--- src/rtl/vga_write_scheduler_pkg.sv ---
// Shared screen constants and scheduler state encoding for the VGA write path.
package vga_write_scheduler_pkg;

  localparam int SCREEN_WIDTH  = 160;
  localparam int SCREEN_HEIGHT = 120;
  localparam int SCREEN_XW     = 8;
  localparam int SCREEN_YW     = 7;
  localparam int SCREEN_CW     = 3;
  localparam logic [SCREEN_CW-1:0] SCREEN_BG_COLOUR = 3'b000;

  typedef enum logic [1:0] {
    IDLE  = 2'd0,
    PLOT  = 2'd1,
    CLEAR = 2'd2
  } state_t;

endpackage

--- src/rtl/vga_write_scheduler_raster.sv ---
// Raster position counter: x runs fastest over 0..WIDTH-1, then y over 0..HEIGHT-1.
module raster_counter #(
  parameter int WIDTH  = 160,
  parameter int HEIGHT = 120,
  parameter int XW     = 8,
  parameter int YW     = 7
) (
  input  logic          clk,
  input  logic          reset,
  input  logic          en,
  input  logic          restart,
  output logic [XW-1:0] x,
  output logic [YW-1:0] y,
  output logic          last
);

  logic [XW-1:0] base_x, next_x;
  logic [YW-1:0] base_y, next_y;

  // restart rewinds to the origin first, so restart together with en lands on the second pixel
  always_comb begin
    base_x = restart ? '0 : x;
    base_y = restart ? '0 : y;
    // NOTE: every combinational output gets a default first so no path leaves it unassigned (no latch).
    next_x = base_x;
    next_y = base_y;
    if (en) begin
      if (base_x == XW'(WIDTH - 1)) begin
        next_x = '0;
        next_y = (base_y == YW'(HEIGHT - 1)) ? '0 : base_y + YW'(1);
      end else begin
        next_x = base_x + XW'(1);
      end
    end
  end

  always_ff @(posedge clk) begin
    // NOTE: state registers use non-blocking assignments so every flop samples pre-edge values.
    if (reset) begin
      x <= '0;
      y <= '0;
    end else begin
      x <= next_x;
      y <= next_y;
    end
  end

  assign last = (x == XW'(WIDTH - 1)) && (y == YW'(HEIGHT - 1));

endmodule

--- src/rtl/vga_write_scheduler.sv ---
// Arbitrates the single VGA pixel-write port between full-screen clear sweeps and cursor plots.
module vga_write_scheduler
  import vga_write_scheduler_pkg::*;
#(
  parameter int            WIDTH          = SCREEN_WIDTH,
  parameter int            HEIGHT         = SCREEN_HEIGHT,
  parameter int            XW             = SCREEN_XW,
  parameter int            YW             = SCREEN_YW,
  parameter int            CW             = SCREEN_CW,
  parameter logic [CW-1:0] BG_COLOUR      = CW'(SCREEN_BG_COLOUR),
  parameter bit            CLEAR_ON_RESET = 1'b1
) (
  input  logic          clk,
  input  logic          reset,
  input  logic          clear_req,
  input  logic          plot_valid,
  output logic          plot_ready,
  input  logic [XW-1:0] plot_x,
  input  logic [YW-1:0] plot_y,
  input  logic [CW-1:0] plot_colour,
  output logic [XW-1:0] vga_x,
  output logic [YW-1:0] vga_y,
  output logic [CW-1:0] vga_colour,
  output logic          vga_plot,
  output logic          clear_busy,
  output logic          clear_done,
  output logic          plot_oob
);

  localparam bit SINGLE_PIXEL = (WIDTH * HEIGHT == 1);

  state_t        state;
  logic          clear_pending;
  logic          sweep_end;
  logic [XW-1:0] cnt_x;
  logic [YW-1:0] cnt_y;
  logic          cnt_last;
  logic          cnt_en;
  logic          cnt_restart;
  logic          transfer;
  logic          plot_in_range;

  assign plot_ready    = (state == IDLE) && !clear_req && !clear_pending;
  assign transfer      = plot_valid && plot_ready;
  assign plot_in_range = ({1'b0, plot_x} < (XW + 1)'(WIDTH)) &&
                         ({1'b0, plot_y} < (YW + 1)'(HEIGHT));

  // sweep_end marks that the last pixel is already on the port; the counter then idles at origin
  assign cnt_restart = ((state == CLEAR) && clear_req) ||
                       ((state == IDLE) && (clear_req || clear_pending));
  assign cnt_en      = (state == CLEAR) && (clear_req || !sweep_end);

  raster_counter #(
    .WIDTH  (WIDTH),
    .HEIGHT (HEIGHT),
    .XW     (XW),
    .YW     (YW)
  ) u_raster (
    .clk     (clk),
    .reset   (reset),
    .en      (cnt_en),
    .restart (cnt_restart),
    .x       (cnt_x),
    .y       (cnt_y),
    .last    (cnt_last)
  );

  always_ff @(posedge clk) begin
    if (reset) begin
      state         <= CLEAR_ON_RESET ? CLEAR : IDLE;
      clear_busy    <= CLEAR_ON_RESET;
      clear_pending <= 1'b0;
      sweep_end     <= 1'b0;
      vga_x         <= '0;
      vga_y         <= '0;
      vga_colour    <= '0;
      vga_plot      <= 1'b0;
      clear_done    <= 1'b0;
      plot_oob      <= 1'b0;
    end else begin
      vga_plot   <= 1'b0;
      clear_done <= 1'b0;
      plot_oob   <= 1'b0;
      unique case (state)
        IDLE: begin
          if (clear_req || clear_pending) begin
            state         <= CLEAR;
            clear_busy    <= 1'b1;
            clear_pending <= 1'b0;
            sweep_end     <= 1'b0;
          end else if (transfer) begin
            state <= PLOT;
            if (plot_in_range) begin
              vga_x      <= plot_x;
              vga_y      <= plot_y;
              vga_colour <= plot_colour;
              vga_plot   <= 1'b1;
            end else begin
              plot_oob <= 1'b1;
            end
          end
        end
        PLOT: begin
          state <= IDLE;
          if (clear_req) clear_pending <= 1'b1;
        end
        CLEAR: begin
          if (clear_req) begin
            vga_x      <= '0;
            vga_y      <= '0;
            vga_colour <= BG_COLOUR;
            vga_plot   <= 1'b1;
            sweep_end  <= SINGLE_PIXEL;
          end else if (sweep_end) begin
            state      <= IDLE;
            clear_busy <= 1'b0;
            clear_done <= 1'b1;
            sweep_end  <= 1'b0;
          end else begin
            vga_x      <= cnt_x;
            vga_y      <= cnt_y;
            vga_colour <= BG_COLOUR;
            vga_plot   <= 1'b1;
            sweep_end  <= cnt_last;
          end
        end
        default: begin
          state      <= IDLE;
          clear_busy <= 1'b0;
        end
      endcase
    end
  end

endmodule
--- config.mk ---
export PLATFORM = sky130hd
export DESIGN_NAME = vga_write_scheduler
export DESIGN_NICKNAME = d
export VERILOG_FILES = /design/src/rtl/vga_write_scheduler_pkg.sv /design/src/rtl/vga_write_scheduler_raster.sv /design/src/rtl/vga_write_scheduler.sv
export SDC_FILE = /design/constraint.sdc
export NUM_CORES = 1
export LEC_CHECK = 0
export ABC_AREA = 1
export BUFFER_PORTS_ARGS = -buffer_cell sky130_fd_sc_hd__buf_2
export CORE_AREA = 2 2 96 117
export DETAILED_ROUTE_END_ITERATION = 10
export DIE_AREA = 0 0 98 119
export PLACE_DENSITY_LB_ADDON = 0.2
export REMOVE_ABC_BUFFERS = 1
export SYNTH_ARGS = -nofsm -noshare
export SYNTH_HDL_FRONTEND = slang
export SYNTH_HIERARCHICAL = 1
export SYNTH_SLANG_ARGS = --single-unit
--- constraint.sdc ---
create_clock -name clk -period 2.25 [get_ports clk]
set_input_delay 0.225 -clock clk [delete_from_list [all_inputs] [get_ports clk]]
set_output_delay 0.225 -clock clk [all_outputs]
set_load 0.02 [all_outputs]
# Word-level counts from Yosys, hierarchy flattened
# Cells that the tools add are included.
[totals] reg_bits=41
[classes] add_sub_neg=2 n_lt_le_gt_ge=2 n_eq_ne=15 n_mux=48 bitwise=4 n_reduce_logical=24
[op_table] op="8-bit two-way mux" n=8
[op_table] op="7-bit two-way mux" n=9
[op_table] op="8-bit == test, second input constant" n=2
[op_table] op="8-bit one-hot mux with 2 select lines" n=1
[op_table] op="3-bit two-way mux" n=5
[op_table] op="7-bit == test, second input constant" n=2
[op_table] op="1-bit two-way mux" n=14
[op_table] op="7-bit one-hot mux with 2 select lines" n=1
[op_table] op="2-bit != test, second input constant" n=6
[op_table] op="8-bit by 1-bit adder with 8-bit output, second input constant" n=1
[op_table] op="1-bit logical AND" n=8
[op_table] op="8-bit < comparator, second input constant" n=1
[op_table] op="2-bit two-way mux" n=4
[op_table] op="7-bit by 1-bit adder with 7-bit output, second input constant" n=1
[op_table] op="7-bit < comparator, second input constant" n=1
[op_table] op="1-bit one-hot mux with 2 select lines" n=3
[op_table] op="3-bit one-hot mux with 2 select lines" n=1
[op_table] op="3-bit AND reduction" n=2
[op_table] op="5-bit AND reduction" n=1
[op_table] op="1-bit NOT" n=4
[op_table] op="2-bit one-hot mux with 2 select lines" n=1
[op_table] op="4-bit AND reduction" n=1
[op_table] op="2-bit nonzero test" n=2
[op_table] op="4-bit OR reduction" n=1
[op_table] op="other kinds (11)" n=15

# Depth between registers and ports, before layout
# Gate-level depths: netlist of run 1.
[logic_depth] word_depth=8 ltp_mapped=19

# Modules after synthesis
# The synthesis of run 1 kept the hierarchy.
[modules_own_cells] module="vga_write_scheduler" n_inst=1 cells_each=205 area_each_um2=1412.6
[modules_own_cells] module="raster_counter" n_inst=1 cells_each=146 area_each_um2=957.2

# Worst setup path before layout of run 1
# OpenSTA, ideal clock, no wires.
[synth_path] path_kind="reg2reg" start="register state[1]" end="register u_raster.y[3]" setup_ps=66 arrival_time_ps=2217 required_time_ps=2184 slack_ps=-33 stages_incl_launch_ff=19 path_buffers=3 synth_period_minus_slack_ps=2283 cell_sequence="dfxtp_1 inv_2 nor2_4 inv_2 buf_2 o21ai_1 buf_6 inv_4 buf_12 nand2_1 inv_1 ha_1 nand3_1 inv_1 nand3_4 nand2_4 nand2_4 nand2_1 a21oi_2"
[synth_between] elab_chain_cells=8 word_cells_on_any_way=14 classes_between="add/sub: 1; eq/ne: 3; mux: 5; reduce/logical: 5"
[synth_rtl] item="start, declared" line="vga_write_scheduler.sv:32" text="state_t state;"
[synth_rtl] item="start signal, assigned" line="vga_write_scheduler.sv:70" text="state <= CLEAR_ON_RESET ? CLEAR : IDLE;"
[synth_rtl] item="2-bit == test or 2-bit zero test (tied branches)" line="vga_write_scheduler.sv:49, vga_write_scheduler.sv:50"
[synth_rtl] item="1-bit logical AND (on tied branches)" line="vga_write_scheduler.sv:49, vga_write_scheduler.sv:50"
[synth_rtl] item="1-bit logical OR (*)" line="vga_write_scheduler.sv:49" text="assign cnt_restart = ((state == CLEAR) && clear_req) ||"
[synth_rtl] item="net cnt_restart" line="vga_write_scheduler.sv:39" text="logic cnt_restart;"
[synth_rtl] item="7-bit two-way mux" line="vga_write_scheduler_raster.sv:23" text="base_y = restart ? '0 : y;"
[synth_rtl] item="7-bit by 1-bit adder with 7-bit output or 7-bit == test (tied branches)" line="vga_write_scheduler_raster.sv:30" text="next_y = (base_y == YW'(HEIGHT - 1)) ? '0 : base_y + YW'(1);"
[synth_rtl] item="7-bit two-way mux" line="vga_write_scheduler_raster.sv:30"
[synth_rtl] item="7-bit two-way mux" line="vga_write_scheduler_raster.sv:28" text="if (base_x == XW'(WIDTH - 1)) begin"
[synth_rtl] item="7-bit two-way mux (*)" line="vga_write_scheduler_raster.sv:27" text="if (en) begin"
[synth_rtl] item="end signal, assigned" line="vga_write_scheduler_raster.sv:44" text="y <= next_y;"
[synth_rtl] item="end, declared" line="vga_write_scheduler_raster.sv:13" text="output logic [YW-1:0] y,"
# The timed path passes the listed nets; every way through them passes the cells marked *.
# A chain may end at the register's enable or synchronous reset.

# Worst setup path in the final report of run 1
[layout_path] start="register state[0]" end="register u_raster.y[5]"
# Same word-level chain as after synthesis.

==> results.txt, run 1 <==
CTS Buf Count - 5
Clock network power share - 50.8%
Synthesis warning total - 6
Wirelength per Cell - 11.7 um
Detailed placer's ending HPWL - 4630 um
Routed vias/inst - 4.31
Synth Cell Area - 2370 sq um
Io pins - 45
Syn_area_per_cell - 6.75 sq um
Initial antenna violation count - 0
Yosys reg bits - 41
Final setup violation count - 0
Distinct cell type count after synthesis - 30
RR Endpoint - u_raster/y[5]
Clk Latency, worst-skew pair - 0.29 ns
Mapped Cells - 351
Area leader, netlist - dfxtp_1
Worst slew margin - 71.2%
Routing usage on met2 - 19.6%
H-Tree Depth - 2
Initial drt markers - 96
Die Y - 119 um
Worst setup EP type - flop
GRT Total Usage - 11.2%
Die ar. - 11700 sq um
Final instance area - 2880 sq um
Max-cap violation count - 0
Hold path depth - 3
PwrDens - 582 nW/um^2
Largest net degree at the start of global routing - 36
Leak Pwr - 1.31 nW
Fmax achieved - 504 MHz
Synth async-reset ratio - 0%
TNS Setup - 0 ns
Gpl congestion - 0.837
Core outline area - 10700 sq um
Synth cell count leaders - nand2_1, nor2_1, inv_1
Critical Path Start Type - flop
# rows - 42
Cell Int Power - 1.32 mW
Final Slew Violations - 0
Share of layout cells above drive strength 1 - 25.4%
WP data arrival - 2.16 ns
Router iterations before antenna repair - 4
Layout area overhead - 21.6%
Number of port buffers - 44
M3 GR Usage - 1.82%
Routed vias - 2278
ANT cells - 0
Flop pwr share - 43.7%
Worst hold start - plot_colour[0]
Crit-path max FO - 8
Flop-to-flop setup slack - 0.26 ns
RSZ-0062 raised after global routing - false
Total routed wirelength - 6200 um
Number of synthesized flops with an enable pin - 0
Met1 GRT Util - 13.6%
CP cell instances - nor2_2, o21ai_1, o21ai_2, inv_4, nand2_1, inv_1, ha_1, nand3_1, inv_1, nand3_4, nand2_4, nand2_4, nand2_1, nor2_2
Seq/Total Area, Yosys - 34.6%
Clk_skew - 0.00595 ns
Final hold viol count - 0
Reg clk slew, reported paths - 0.06 ns
Hold slack - 0.204 ns
RR Startpoint - state[0]
Routed Antenna Nets - 0
Max stage delay cell, worst path - dfxtp_1
Maximum vdd drop - 0.000225 V
FF-to-FF path depth - 14
Critical path required time - 2.43 ns
Vias in the first global route - 2214
Clock root buffer - clkbuf_16
Status - complete, no violations
Die Width - 98 um
Cell with the most instances after synthesis - nand2_1
Hold Crit Class - primary input to flop
Final min period - 1.99 ns
Starting Density - 22.2%
NumNets Final - 420
Top post-synthesis cells by area - dfxtp_1, nand2_1, nand3_1, nor2_1, inv_1
NetSw - 359 uW
Post-synth top area share - 34.6%
Congestion Overflow GR - 0
Cell Area, Placed - 2700 sq um
First-pass GRT wire length - 10700 um
Final period utilization - 88.3%
Gate power share - 5.5%
Longest Clk Path Bufs - 2
Hold_buf cts - 0
Worst Hold Path EP - vga_colour[0]
Sw frac - 21.4%
CP Class - flop to flop
Sinks on Clock Net - 41
Least-Margin Pin Slew - 0.432 ns
Layer with the highest usage - met2
Largest stage delay, worst path - 0.40 ns
Ys flop type - dfxtp_1
Drt drc - 0
CTS tree - built
how the worst max path moves through the flow:
| stage | start | endpoint | slack [ns] | depth (start not counted) |
|---|---|---|---|---|
| after floorplan | state[1] | u_raster/y[3] | -0.21 | 15 |
| after global placement | state[1] | u_raster/y[3] | 0.25 | 15 |
| after detailed placement | state[1] | u_raster/y[3] | 0.22 | 15 |
| after CTS | state[1] | u_raster/y[4] | 0.19 | 15 |
| after global routing | state[0] | u_raster/y[6] | 0.05 | 14 |
| final | state[0] | u_raster/y[5] | 0.26 | 14 |
registers in the layout, summed over array words and instances, names as in the netlist:
register,flops
clear_pending,1
vga_colour,3
vga_plot,1
clear_busy,1
u_raster/y,7
clear_done,1
state,2
vga_x,8
sweep_end,1
plot_oob,1
vga_y,7
u_raster/x,8
power groups by stage:
stage | clock (mW) | sequential [mW] | combinational (mW)
after global routing | 0.917 | 0.733 | 0.104
after CTS | 0.883 | 0.733 | 0.0924
after global placement | 0 | 0.750 | 0.0922
final | 0.852 | 0.733 | 0.0921
after floorplan | 0 | 0.752 | 0.0446
after detailed placement | 0 | 0.750 | 0.0923
kinds of logic after synthesis:
logic type	count (synthesis)	share of synthesized area (%)
compound gates	36	8.03
xor+xnor	1	0.370
fa+ha+maj	2	1.06
buf+inv	66	12.9
flops	41	34.6
simple gates	205	43.0
per-stage QoR:
step / worst slack [ns] / utilization, % / power [mW] / std cells
2_1_floorplan: -0.206 / - / 0.796 / 338
3_3_place_gp: 0.255 / 25.3 / 0.842 / 521
3_5_place_dp: 0.219 / 25.3 / 0.842 / 521
4_1_cts: 0.187 / 27.0 / 1.71 / 529
5_1_grt: 0.0501 / 27.0 / 1.75 / 529
6_report: 0.264 / 27.0 / 1.68 / 529
cell type report:
class	instances	area (sq um)
Clock buffer	7	143
Clock inverter	1	30.0
Fill cell	1202	7790
Inverter	53	201
Multi-Input combinational cell	244	1250
Sequential cell	41	821
Tap cell	132	165
Timing Repair Buffer	51	273
metal layers:
metal | wire length [um] | up-vias | part of all wire, %
li1 | - | 1193 | -
met1 | 2760 | 1042 | 45
met2 | 3150 | 36 | 51
met3 | 177 | 7 | 2.9
met4 | 107 | 0 | 1.7
met5 | 0 | - | 0
layout by cell type (no fill, tap or decap), drive strengths merged:
master	n
buf	51
dfxtp	41
nor3	6
a211oi	1
o21ai	7
bufinv	1
nor3b	1
inv	53
a21oi	28
nand4	4
nand2	85
ha	2
nand3	51
nor2	58
xnor2	1
clkbuf	7
what timing repair did:
action	CTS	global route
resized for setup	0	2
setup buffers	0	0
endpoints found under the setup margin	0	2
worst max-delay path: cells and delay by family, from the launching register on:
kind                       cells  cell delay (ns)
buffers and inverters          3             0.28
and+or+nand+nor                8             0.76
AOI/OAI and AO/OA              2             0.23
adders and majority gates      1             0.19
DFF                            1             0.40
Power figures use the tool's default switching activity.
==> run 2: changes to the inputs <==
BUFFER_PORTS_ARGS = -buffer_cell sky130_fd_sc_hd__buf_4   (was -buffer_cell sky130_fd_sc_hd__buf_2)
CAP_MARGIN = 25   (was not set)
REMOVE_ABC_BUFFERS = not set   (was 1)
==> results.txt, run 2 (synthesis gave the netlist of run 1 again) <==
Fillcell total - 1197 (-0.42%)
Clk Latency, worst-skew pair - 0.29 ns (about the same)
Critical Path Start Type - flop
Gpl congestion - 0.832 (-0.51%)
CP cell instances - nor2_2, o21ai_1, o21ai_2, buf_4, nor2_1, ha_1, nand2_1, nor2_1, inv_1, nor2_2, nand3_1, nand2_1, nor2_1
Worst setup EP type - flop
Longest Clk Path Bufs - 2 (unchanged)
GRT Total Usage - 11.7% (+0.50 points)
Hold Crit Class - primary input to flop
Most frequent cells in the layout - nand2_1, buf_4, nor2_1
Worst slew margin - 71.4% (+0.26 points)
First-pass GRT wire length - 10900 um (+2.5%)
Io pins - 45 (unchanged)
PwrDens - 529 nW/um^2 (-9.2%)
Fmax achieved - 489 MHz (-2.8%)
RSZ-0062 raised after global routing - false
Share of layout cells above drive strength 1 - 25.0% (-0.44 points)
Most common cell after layout, fill and taps aside - nand2_1
Total routed wirelength - 6380 um (+2.9%)
Largest stage delay, worst path - 0.41 ns (about the same)
Final period utilization - 90.8% (+2.6 points)
Die ar. - 11700 sq um (unchanged)
Core outline area - 10700 sq um (unchanged)
Router iterations before antenna repair - 4 (unchanged)
Final min period - 2.04 ns (+0.0581 ns)
Routed vias - 2250 (-1.2%)
Detailed placer's ending HPWL - 4800 um (+3.8%)
Final hold viol count - 0 (unchanged)
NumNets Final - 420 (unchanged)
Most used cell, CP - nor2_1
Number of port buffers - 44 (unchanged)
CTS Buf Count - 5 (unchanged)
Seq. cell area - 821 sq um (unchanged)
# rows - 42 (unchanged)
Routed Antenna Nets - 0 (unchanged)
Clock root buffer - clkbuf_16
Max stage delay cell, worst path - dfxtp_1
Hold slack - 0.204 ns (+0.000338 ns)
CTS tree - built
Largest net degree at the start of global routing - 36 (unchanged)
Reg clk slew, reported paths - 0.06 ns (about the same)
CP Class - flop to flop
Sinks on Clock Net - 41 (unchanged)
Die Y - 119 um (unchanged)
Hold_buf cts - 0 (unchanged)
Wirelength per Cell - 12.1 um (+3.1%)
Max-cap violation count - 0 (unchanged)
Critical path required time - 2.44 ns (about the same)
Initial antenna violation count - 0 (unchanged)
Setup Buffers After CTS - 0 (unchanged)
Congestion Overflow GR - 0 (unchanged)
Starting Density - 22.2% (unchanged)
WP data arrival - 2.23 ns (+0.07 ns)
Vias in the first global route - 2222 (+0.36%)
Layout area overhead - 24.9%
Maximum vdd drop - 0.000219 V (-2.9%)
ANT cells - 0 (unchanged)
Routed vias/inst - 4.26 (-1.0%)
Leak Pwr - 1.32 nW (+0.34%)
Biggest regs - u_raster/x (8), vga_x (8)
Initial drt markers - 110 (+15%)
Die Width - 98 um (unchanged)
Syn nets - 375
Final Slew Violations - 0 (unchanged)
Drt drc - 0 (unchanged)
Multi-input gate area - 1250 sq um (-0.20%)
Least-Margin Pin Slew - 0.429 ns (-0.00347 ns)
Final setup violation count - 0 (unchanged)
Status - complete, no violations
Crit-path max FO - 5 (-3)
Clk_skew - 0.00425 ns (-0.00170 ns)
TNS Setup - 0 ns (unchanged)
Post_cts resized - 0 (unchanged)
H-Tree Depth - 2 (unchanged)
Overall Power - 1.56 mW (-6.7%)
[run 2: stage by stage]
stage | std cells | util [%] | cell area, sq um | setup slack [ns]
6_report | 528 | 27.7 | 2960 | 0.206
5_1_grt | 528 | 27.7 | 2960 | 0.00591
4_1_cts | 528 | 27.7 | 2960 | 0.217
3_5_place_dp | 521 | 26.4 | 2820 | 0.224
3_3_place_gp | 521 | 26.4 | 2820 | 0.288
2_1_floorplan | 351 | - | 2380 | 0.00591
[run 2: final timing paths]
kind / cells past startpoint / slack, ns / endpoint / from
min: 2 / 0.20 / sweep_end / reset
max: 13 / 0.21 / u_raster/y[6] / state[0]
min reg2reg: 2 / 0.48 / clear_busy / clear_busy
max reg2reg: 13 / 0.21 / u_raster/y[6] / state[0]
[run 2: final cells by class]
class                   instances  area share, %
clock buffers                   7           4.82
inverters                      53           6.81
multi-input cells             244           42.1
flip-flops and latches         41           27.7
well taps                     132           5.58
repair buffers                 51           12.9
[run 2: power breakdown]
group          switching, mW  internal, mW
clock network          0.291         0.436
registers            0.00368         0.731
logic                 0.0594        0.0442
[run 2: worst max-delay path, delay by kind of cell (launching register included)]
| kind | cells | cell delay (ns) |
|---|---|---|
| adders and majority gates | 1 | 0.19 |
| buffers and inverters | 2 | 0.24 |
| DFF | 1 | 0.41 |
| AOI/OAI and AO/OA | 2 | 0.28 |
| and+or+nand+nor | 8 | 0.83 |
[run 2: per-layer routing]
layer	vias to the layer above	wire [um]	global-route usage, %
met1	1020	2910	14.3
met3	6	215	2.70
li1	1190	-	-
met4	0	120	4.69
met5	-	0	0
met2	34	3130	19.7
